--- config.mk ---
export PLATFORM = sky130hd
export DESIGN_NAME = fir_coeff_regbank
export DESIGN_NICKNAME = d
export VERILOG_FILES = /design/src/rtl/fir_regbank_pkg.sv /design/src/rtl/fir_coeff_commit_fsm.sv /design/src/rtl/fir_coeff_regbank.sv
export SDC_FILE = /design/constraint.sdc
export NUM_CORES = 2
export LEC_CHECK = 0
export CELL_PAD_IN_SITES_DETAIL_PLACEMENT = 1
export CELL_PAD_IN_SITES_GLOBAL_PLACEMENT = 2
export CORE_ASPECT_RATIO = 1.5
export CORE_MARGIN = 5
export CORE_UTILIZATION = 33
export DETAILED_ROUTE_END_ITERATION = 8
export PLACE_DENSITY = 0.88
export SETUP_SLACK_MARGIN = 0.02
export SLEW_MARGIN = 20
export SYNTH_ARGS = -nofsm -noshare
export SYNTH_HDL_FRONTEND = slang
export SYNTH_SLANG_ARGS = --single-unit
--- constraint.sdc ---
create_clock -name clk -period 10.3 [get_ports clk]
set_clock_uncertainty 0.15 [all_clocks]
set_input_delay 2.06 -clock clk [delete_from_list [all_inputs] [get_ports clk]]
set_output_delay 2.06 -clock clk [all_outputs]
set_load 0.01 [all_outputs]
--- src/rtl/fir_regbank_pkg.sv ---
// Shared constants, state encoding and byte-merge helper for the FIR coefficient register bank.
package fir_regbank_pkg;

  localparam logic [7:0] SHADOW_BASE = 8'h00;
  localparam logic [7:0] ACTIVE_BASE = 8'h40;
  localparam logic [7:0] CTRL_ADR    = 8'h80;
  localparam logic [7:0] STATUS_ADR  = 8'h81;
  localparam logic [7:0] TESTVEC_ADR = 8'h82;
  localparam logic [7:0] ID_ADR      = 8'h83;

  localparam int unsigned CTRL_COMMIT_BIT    = 0;
  localparam int unsigned CTRL_ABORT_BIT     = 1;
  localparam int unsigned STATUS_PENDING_BIT = 0;
  localparam int unsigned STATUS_DIRTY_BIT   = 1;
  localparam int unsigned STATUS_CNT_LSB     = 8;

  localparam logic [7:0] ID_VERSION = 8'h01;

  typedef enum logic {
    ST_IDLE,
    ST_PENDING
  } commit_state_e;

  function automatic logic [15:0] merge_bytes(input logic [15:0] old_w,
                                              input logic [15:0] new_w,
                                              input logic [1:0]  sel);
    logic [15:0] res;
    res = old_w;
    if (sel[0]) res[7:0]  = new_w[7:0];
    if (sel[1]) res[15:8] = new_w[15:8];
    return res;
  endfunction

endpackage

--- src/rtl/fir_coeff_commit_fsm.sv ---
// Commit sequencer: arms on a CTRL commit, fires the shadow->active swap on the next sample tick.
module fir_coeff_commit_fsm
  import fir_regbank_pkg::*;
(
  input  logic       clk,
  input  logic       rst,
  input  logic       commit_i,
  input  logic       abort_i,
  input  logic       sample_tick_i,
  output logic       swap_o,
  output logic       pending_o,
  output logic       coeff_update_o,
  output logic [7:0] commit_cnt_o
);

  commit_state_e state_q;
  logic          coeff_update_q;
  logic [7:0]    commit_cnt_q;

  // A control write in the same cycle masks the tick, so a fresh commit waits for the next one.
  assign swap_o = (state_q == ST_PENDING) && sample_tick_i && !commit_i && !abort_i;

  always_ff @(posedge clk) begin
    if (rst) begin
      state_q        <= ST_IDLE;
      coeff_update_q <= 1'b0;
      commit_cnt_q   <= '0;
    end else begin
      coeff_update_q <= 1'b0;
      if (abort_i) begin
        state_q <= ST_IDLE;
      end else if (commit_i) begin
        state_q <= ST_PENDING;
      end else if (swap_o) begin
        state_q        <= ST_IDLE;
        commit_cnt_q   <= commit_cnt_q + 8'd1;
        coeff_update_q <= 1'b1;
      end
    end
  end

  assign pending_o      = (state_q == ST_PENDING);
  assign coeff_update_o = coeff_update_q;
  assign commit_cnt_o   = commit_cnt_q;

endmodule

--- src/rtl/fir_coeff_regbank.sv ---
// Wishbone coefficient register bank with atomic shadow->active commit.
// Define FIR_REGBANK_ERR_EN to answer unmapped / read-only writes with wb_err instead of wb_ack.
module fir_coeff_regbank
  import fir_regbank_pkg::*;
#(
  parameter int unsigned NUM_TAPS   = 33,
  parameter int unsigned COEFF_W    = 16,
  parameter logic [15:0] CENTER_RST = 16'hFFFF
) (
  input  logic                          clk,
  input  logic                          rst,
  input  logic [7:0]                    wb_adr,
  input  logic [15:0]                   wb_wr_dat,
  output logic [15:0]                   wb_rd_dat,
  input  logic                          wb_we,
  input  logic [1:0]                    wb_sel,
  input  logic                          wb_stb,
  input  logic                          wb_cyc,
  output logic                          wb_ack,
  output logic                          wb_err,
  input  logic                          sample_tick,
  output logic [NUM_TAPS*COEFF_W-1:0]   coeff,
  output logic                          coeff_update,
  output logic [15:0]                   testvec_sel
);

  localparam int unsigned  CENTER = NUM_TAPS / 2;
  localparam logic [7:0]   TAPS8  = 8'(NUM_TAPS);

  logic [COEFF_W-1:0] shadow_q [NUM_TAPS];
  logic [COEFF_W-1:0] shadow_d [NUM_TAPS];
  logic [COEFF_W-1:0] active_q [NUM_TAPS];
  logic [15:0]        testvec_q;
  logic               dirty_q;
  logic               dirty_set;
  logic               ack_q;
  logic               err_q;
  logic [15:0]        rd_dat_q;
  logic [15:0]        rd_word;
  logic [15:0]        old16;
  logic [15:0]        new16;

  logic               accept;
  logic [5:0]         tap_idx;
  logic               tap_ok;
  logic               in_shadow;
  logic               in_active;
  logic               shadow_wr;
  logic               ctrl_wr;
  logic               commit;
  logic               abort;
  logic               tv_wr;
  logic               swap;
  logic               pending;
  logic [7:0]         commit_cnt;

  assign accept    = wb_stb && wb_cyc && !ack_q && !err_q;
  assign tap_idx   = wb_adr[5:0];
  assign tap_ok    = ({26'd0, tap_idx} < NUM_TAPS);
  assign in_shadow = (wb_adr[7:6] == SHADOW_BASE[7:6]);
  assign in_active = (wb_adr[7:6] == ACTIVE_BASE[7:6]);
  assign shadow_wr = accept && wb_we && in_shadow && tap_ok;
  assign ctrl_wr   = accept && wb_we && (wb_adr == CTRL_ADR) && wb_sel[0];
  assign commit    = ctrl_wr && wb_wr_dat[CTRL_COMMIT_BIT];
  assign abort     = ctrl_wr && wb_wr_dat[CTRL_ABORT_BIT];
  assign tv_wr     = accept && wb_we && (wb_adr == TESTVEC_ADR);

  fir_coeff_commit_fsm u_fsm (
    .clk            (clk),
    .rst            (rst),
    .commit_i       (commit),
    .abort_i        (abort),
    .sample_tick_i  (sample_tick),
    .swap_o         (swap),
    .pending_o      (pending),
    .coeff_update_o (coeff_update),
    .commit_cnt_o   (commit_cnt)
  );

  // Byte-merge against the zero-extended stored value, then drop bits above COEFF_W.
  always_comb begin
    dirty_set = 1'b0;
    old16     = '0;
    new16     = '0;
    for (int unsigned k = 0; k < NUM_TAPS; k++) begin
      shadow_d[k] = shadow_q[k];
      if (shadow_wr && ({26'd0, tap_idx} == k)) begin
        old16                = '0;
        old16[COEFF_W-1:0]   = shadow_q[k];
        new16                = merge_bytes(old16, wb_wr_dat, wb_sel);
        shadow_d[k]          = new16[COEFF_W-1:0];
        if (shadow_d[k] != shadow_q[k]) dirty_set = 1'b1;
      end
    end
  end

  always_comb begin
    rd_word = '0;
    if (in_shadow && tap_ok) begin
      for (int unsigned k = 0; k < NUM_TAPS; k++)
        if ({26'd0, tap_idx} == k) rd_word[COEFF_W-1:0] = shadow_q[k];
    end else if (in_active && tap_ok) begin
      for (int unsigned k = 0; k < NUM_TAPS; k++)
        if ({26'd0, tap_idx} == k) rd_word[COEFF_W-1:0] = active_q[k];
    end else begin
      case (wb_adr)
        STATUS_ADR: begin
          rd_word[STATUS_PENDING_BIT]             = pending;
          rd_word[STATUS_DIRTY_BIT]               = dirty_q;
          rd_word[STATUS_CNT_LSB +: 8]            = commit_cnt;
        end
        TESTVEC_ADR: rd_word = testvec_q;
        ID_ADR:      rd_word = {ID_VERSION, TAPS8};
        default:     rd_word = '0;
      endcase
    end
  end

  always_ff @(posedge clk) begin
    if (rst) begin
      for (int unsigned k = 0; k < NUM_TAPS; k++) begin
        shadow_q[k] <= (k == CENTER) ? CENTER_RST[COEFF_W-1:0] : '0;
        active_q[k] <= (k == CENTER) ? CENTER_RST[COEFF_W-1:0] : '0;
      end
      testvec_q <= '0;
      dirty_q   <= 1'b0;
    end else begin
      // Non-blocking copy takes the pre-write shadow when a write and swap coincide.
      for (int unsigned k = 0; k < NUM_TAPS; k++) begin
        shadow_q[k] <= shadow_d[k];
        if (swap) active_q[k] <= shadow_q[k];
      end
      if (tv_wr) testvec_q <= merge_bytes(testvec_q, wb_wr_dat, wb_sel);
      if (dirty_set)  dirty_q <= 1'b1;
      else if (swap)  dirty_q <= 1'b0;
    end
  end

`ifdef FIR_REGBANK_ERR_EN
  logic bad;
  assign bad = !(((in_shadow || in_active) && tap_ok) ||
                 (wb_adr == CTRL_ADR) || (wb_adr == STATUS_ADR) ||
                 (wb_adr == TESTVEC_ADR) || (wb_adr == ID_ADR)) ||
               (wb_we && (in_active || (wb_adr == STATUS_ADR) || (wb_adr == ID_ADR)));

  always_ff @(posedge clk) begin
    if (rst) begin
      ack_q    <= 1'b0;
      err_q    <= 1'b0;
      rd_dat_q <= '0;
    end else begin
      ack_q    <= accept && !bad;
      err_q    <= accept && bad;
      rd_dat_q <= (accept && !bad && !wb_we) ? rd_word : '0;
    end
  end
`else
  assign err_q = 1'b0;

  always_ff @(posedge clk) begin
    if (rst) begin
      ack_q    <= 1'b0;
      rd_dat_q <= '0;
    end else begin
      ack_q    <= accept;
      rd_dat_q <= (accept && !wb_we) ? rd_word : '0;
    end
  end
`endif

  for (genvar k = 0; k < NUM_TAPS; k++) begin : g_coeff
    assign coeff[k*COEFF_W +: COEFF_W] = active_q[k];
  end

  assign wb_ack      = ack_q;
  assign wb_err      = err_q;
  assign wb_rd_dat   = rd_dat_q;
  assign testvec_sel = testvec_q;

endmodule

# == Word level (Yosys, flattened, before mapping) ==
# Memories as Yosys holds them, arrays and structs flattened.
# Cells that the tools add are included.
# totals
elab_cells,591
out_inout_bits,563
input_bits,32
reg_bits,44
mem_bits_rw,1056
n_memories,2
# memory_table
name,depth,width,read_ports,rd_ports_with_merged_regs,wr,line_no,rtl
active_q,33,16,33,0,33,fir_coeff_regbank.sv:32,logic [COEFF_W-1:0] active_q [NUM_TAPS];
shadow_q,33,16,33,0,33,fir_coeff_regbank.sv:30,logic [COEFF_W-1:0] shadow_q [NUM_TAPS];
# op_classes
addsub,1
n_mux,377
n_lt_le_gt_ge,1
reduce_logical,63
n_eq_ne,70
n_bitwise,69
# op_table
operator,n
$mux 16,167
$mux 8,132
$ne 16x16->1,33
$eq 6x5->1 const B,16
$mux 1,75
$or 1x1->1,66
$logic_and 1x1->1,49
$eq 6x4->1 const B,8
$eq 8x8->1 const B,4
$eq 6x3->1 const B,4
$pmux 8 s3,1
$eq 6x2->1 const B,2
$pmux 6 s2,1
$add 8x1->8 const B,1
$eq 6x1->1 const B,1
$eq 6x6->1 const B,1
$logic_not 6->1,1
$lt 6x6->1 const B,1
$pmux 2 s3,1
$logic_not 1->1,4
$reduce_and 2->1,2
$reduce_bool 2->1,2
$reduce_or 2->1,2
$not 1->1,3
4 further kinds,4

# == Longest topological paths before layout ==
# logic_depth
ltp_word,75
depth_mapped,13
mapped_depth_nobuf,8

# == Hierarchy ==
# From an unflattened synthesis, not the netlist that was laid out.
# unflattened
hier_cells,5987
area_unflattened_um2,55369.4
# modules_own_cells
mod,seq_area_each_um2,cells_per_inst,instances,area_per_inst_um2
fir_coeff_regbank,27106.0,5939,1,54923.9
fir_coeff_commit_fsm,200.2,48,1,445.4

# == Worst setup path after synthesis ==
# OpenSTA, ideal clock, no wires.
# synth_timing
kind,input-to-reg
startpoint,input port wb_adr[1]
endpoint,memory active_q[0][0] (enable)
n_path_buf,2
arrival_time_ns,9.246
setup_slack_ns,0.228
required_ns,9.474
path_stages,6
setup_ns,0.676
cell_sequence,buf_2 or2_2 buf_2 nor3_2 a21oi_2 or2_2
# synth_lines
element,line_no,rtl
start: declaration,fir_coeff_regbank.sv:12,"input logic [7:0] wb_adr,"
end: declaration,fir_coeff_regbank.sv:32,

# == Worst setup path in the final report ==
# layout_timing
startpoint,input port wb_adr[3]
endpoint,register rd_dat_q[14] (netlist: wb_rd_dat[14])
# layout_via
elab_chain_len,36
word_cells_on_any_way,108
classes_between,1 x order compare; 35 x eq/ne; 69 x mux; 3 x reduce/logical
# layout_rtl
element,line_no,rtl
$logic_not 6->1,"fir_coeff_regbank.sv:101, fir_coeff_regbank.sv:104",
$mux 16 (33 in a row),fir_coeff_regbank.sv:104,"if ({26'd0, tap_idx} == k) rd_word[COEFF_W-1:0] = active_q[k];"
$mux 16,fir_coeff_regbank.sv:102,end else if (in_active && tap_ok) begin
$mux 16 (*),fir_coeff_regbank.sv:99,if (in_shadow && tap_ok) begin
end signal: assignment,fir_coeff_regbank.sv:166,rd_dat_q <= (accept && !wb_we) ? rd_word : '0;
end: declaration,fir_coeff_regbank.sv:38,logic [15:0] rd_dat_q;
# Mark *: on every way between the ends. The rest lies on a longest branch, timed or not.
# A chain may end at the register's enable or synchronous reset.

==> metrics.md <==
| Metric | Value |
|---|---|
| Ranking of synthesized cells by area | edfxtp_1 28%, dfxtp_1 20%, a21oi_1 6.0% |
| Critical setup path kind | in2reg |
| Distinct cells, synth | 97 |
| Clock-pin slew on the worst setup and hold paths | around 0.060 ns |
| Crit path time final | between 7 and 8 ns |
| Largest net degree at the start of global routing | 256 |
| Max Freq | about 140 MHz |
| Ys Warns | 0 |
| EDFF count, synth | ~530 |
| LEAKAGE | roughly 23 nW |
| Filler cell count | 19307 |
| CTS max path bufs | 3 |
| Remaining global-route overflow | 0 |
| Std-Cell Rows | roughly 190 |
| Post-CTS Hold Fix Bufs | 0 |
| CP Capture Type | flop |
| Setup ws final | roughly 3.1 ns |
| CP Launch Type | input port |
| WP buf/inv | 2 |
| Layout Cells excl Fill | between 8000 and 9000 |
| Worst slack at placement | 2.92 ns |
| Post-synth top area share | between 20 and 30% |
| Final routed DRC violation total | 0 |
| GP Congestion | roughly 1.1 |
| Final Slew Violations | 0 |
| Hold Crit Class | reg2reg |
| GR Util All Layers | between 30% and 40% |
| Dpl hpwl | between 200000 and 250000 um |
| Syn_nets | 6038 |
| Final worst-path cycle share | between 60% and 70% |
| Slowest-stage cell, CP | clkdlybuf4s50_1 |
| Status | completed |
| Final setup vio count | 0 |
| Net count, final | approximately 6400 |
| WL/cell | 38.6 um |
| Register area share after synthesis | between 40% and 50% |
| Antenna violations before repair | 48 |
| Post_cts resized | 0 |
| Worst-Skew Late Latency | approximately 0.8 ns |
| Clock tree root driver cell | clkbuf_16 |
| Worst path cell trace | clkdlybuf4s50_1 > or4b_1 > nor2_4 > buf_4 > a22oi_1 > o21ai_0 > o31ai_1 > a21oi_1 > nor4_1 > o221ai_1 |
| Core footprint | ~170000 um^2 |
| Die W | approximately 350 um |
| CP peak stage delay | 1.21 ns |
| Least-Margin Pin Slew | 1.39 ns |
| Fin Setup TNS | 0 ns |
| Final hold viol count | 0 |
| Most instantiated cells after synthesis | 676 x a21oi_1, 676 x nand2_1, 572 x dfxtp_1 |
| Total number of vias | 57561 |
| Vias in the first global route | 54815 |
| Total I/O pin count | between 500 and 600 |
| FFs w/ async S/R, synth | 0% |
| Via density per instance | 6.62 |
| Power Density | roughly 150 nW/um^2 |
| Remaining antenna violation count after routing | 0 |
| TritonCTS clock tree | done |
| Layout Utilization | between 30 and 40% |
| Crit Path Max Fanout | 39 |
| Initial core utilization | between 30% and 40% |
| Ys flop type | dfxtp_1 |
| First-pass GRT wire length | roughly 450000 um |
| Clk sink count | 1100 |
| #FFs+latches synth | 1100 |
| Slew HR | 7.44% |
| RSZ-0062 raised after global routing | no |
| Number of max-cap violations | 0 |
| DRT iter0 DRCs | ~10000 |
| Setup Buffers After CTS | 0 |
| Mean area per synthesized cell | approximately 9.4 um^2 |
| Cts bufs inserted | about 110 |
| Post-synth top area cell | edfxtp_1 |
| Die Height | around 520 um |
| Crit path DAT | 7.67 ns |
| Buffers on Ports | approximately 590 |
| Syn Inst Count | approximately 6000 |
| CTS H-tree depth | 3 |
| Initial DRT Pass Iterations | 7 |
| Share of layout cells above drive strength 1 | under 10% |
| Synth-to-Final Area Change | 20.0% |
| Dpl cells | between 8000 and 9000 |
| Critical path's top delay family | compound AO/OA/AOI/OAI gates |
| Critical Path RT | between 10 and 15 ns |
| WL final | 335000 um |
| Peak VDD IR | approximately 0.14 mV |
| Synth Cell Area | 56700 um^2 |
| Die area | between 150000 and 200000 um^2 |
## registers in the layout, summed over array words and instances (netlist names)
| name | cells |
|---|---|
| active_q | 528 |
| dirty_q | 1 |
| shadow_q | 528 |
| testvec_sel | 16 |
| u_fsm.coeff_update_o | 1 |
| u_fsm.commit_cnt_o | 8 |
| u_fsm.pending_o | 1 |
| wb_ack | 1 |
| wb_rd_dat | 16 |
## stage by stage
stage	cell area, um^2	total power [mW]	hold WS, ns
global route	68100	10.3	0.360
floorplan	56700	5.25	0.295
detailed placement	64200	5.79	0.331
CTS	68000	10.1	0.341
finish	68100	10.2	0.344
global placement	64200	5.78	0.303
## worst reg2reg max path: stages (launching register included)
cell and delay [ns]:
edfxtp_1 0.40, mux2_2 0.28, a22oi_1 0.27, o22a_1 0.23, a22oi_1 0.27, o31ai_1 1.12
a21oi_1 0.57, nor4_1 0.80, o221ai_1 0.23
## layer usage
metal | GRT usage (%) | vias to the layer above | routed length [um]
met1 | 43.5 | 28669 | 118000
met2 | 51.4 | 5213 | 138000
met3 | 11.5 | 1363 | 47300
met4 | 25.3 | 34 | 32000
li1 | - | 22282 | -
met5 | 0 | - | 236
## logic make-up (layout without fill, tap and decap cells)
| kind of cell | after synthesis | count (layout) | synth area share [%] |
|---|---|---|---|
| other | 1 | 21 | 0.00661 |
| and+or+nand+nor | 2228 | 2228 | 19.8 |
| muxes | 168 | 168 | 3.76 |
| buffers and inverters | 572 | 987 | 4.95 |
| adders and majority gates | 1 | 1 | 0.0220 |
| xor gates and xnor gates | 501 | 501 | 7.73 |
| AOI/OAI and AO/OA | 1434 | 1434 | 15.6 |
| DFF | 1100 | 1100 | 48.1 |
## power breakdown
group | switching [mW] | internal (mW) | total (mW)
registers | 0.118 | 4.64 | 4.76
clock network | 1.98 | 2.44 | 4.42
logic | 0.691 | 0.297 | 0.988
## layout by cell type (no fill, tap or decap), drive strengths merged, types with 14 or more instances in the layout
| master | count |
|---|---|
| nor3 | 33 |
| a21oi | 679 |
| nand2b | 22 |
| a221oi | 55 |
| nand3 | 528 |
| a211oi | 32 |
| dfxtp | 572 |
| a211o | 20 |
| buf | 170 |
| o221ai | 52 |
| nor4 | 56 |
| and3 | 21 |
| mux2i | 104 |
| o21ai | 186 |
| diode | 20 |
| a22oi | 75 |
| a2111oi | 15 |
| xor2 | 233 |
| mux4 | 33 |
| mux2 | 31 |
| nand4 | 81 |
| inv | 34 |
| clkinv | 44 |
| nor2 | 236 |
| xnor2 | 268 |
| o211ai | 33 |
| nand2 | 679 |
| o2111ai | 14 |
| edfxtp | 528 |
| o22ai | 101 |
| a31oi | 31 |
| clkbuf | 149 |
| clkdlybuf4s50 | 573 |
| and2 | 517 |
## final cells by class
| type | count | area [um^2] | area share, % |
|---|---|---|---|
| Inverter | 30 | 114 | 0.167 |
| Sequential cell | 1100 | 27300 | 40.1 |
| Clock inverter | 65 | 649 | 0.954 |
| Clock buffer | 148 | 3170 | 4.65 |
| Tap cell | 2256 | 2820 | 4.14 |
| Multi-Input combinational cell | 4333 | 26800 | 39.3 |
| Antenna cell | 20 | 50.0 | 0.0735 |
| Timing Repair Buffer | 744 | 7200 | 10.6 |
## final timing paths
check / depth (start not counted) / endpoint / slack [ns] / startpoint
worst min-delay path: 2 / shadow_q[0][482]$_SDFFE_PP0P_ / 0.34 / shadow_q[0][482]$_SDFFE_PP0P_
worst min register to register: 2 / shadow_q[0][482]$_SDFFE_PP0P_ / 0.34 / shadow_q[0][482]$_SDFFE_PP0P_
worst max-delay path: 10 / wb_rd_dat[14]$_SDFF_PP0_ / 3.10 / wb_adr[3]
worst max register to register: 8 / wb_rd_dat[14]$_SDFF_PP0_ / 5.81 / active_q[0][46]$_SDFFCE_PN0P_
Power figures use the tool's default switching activity.
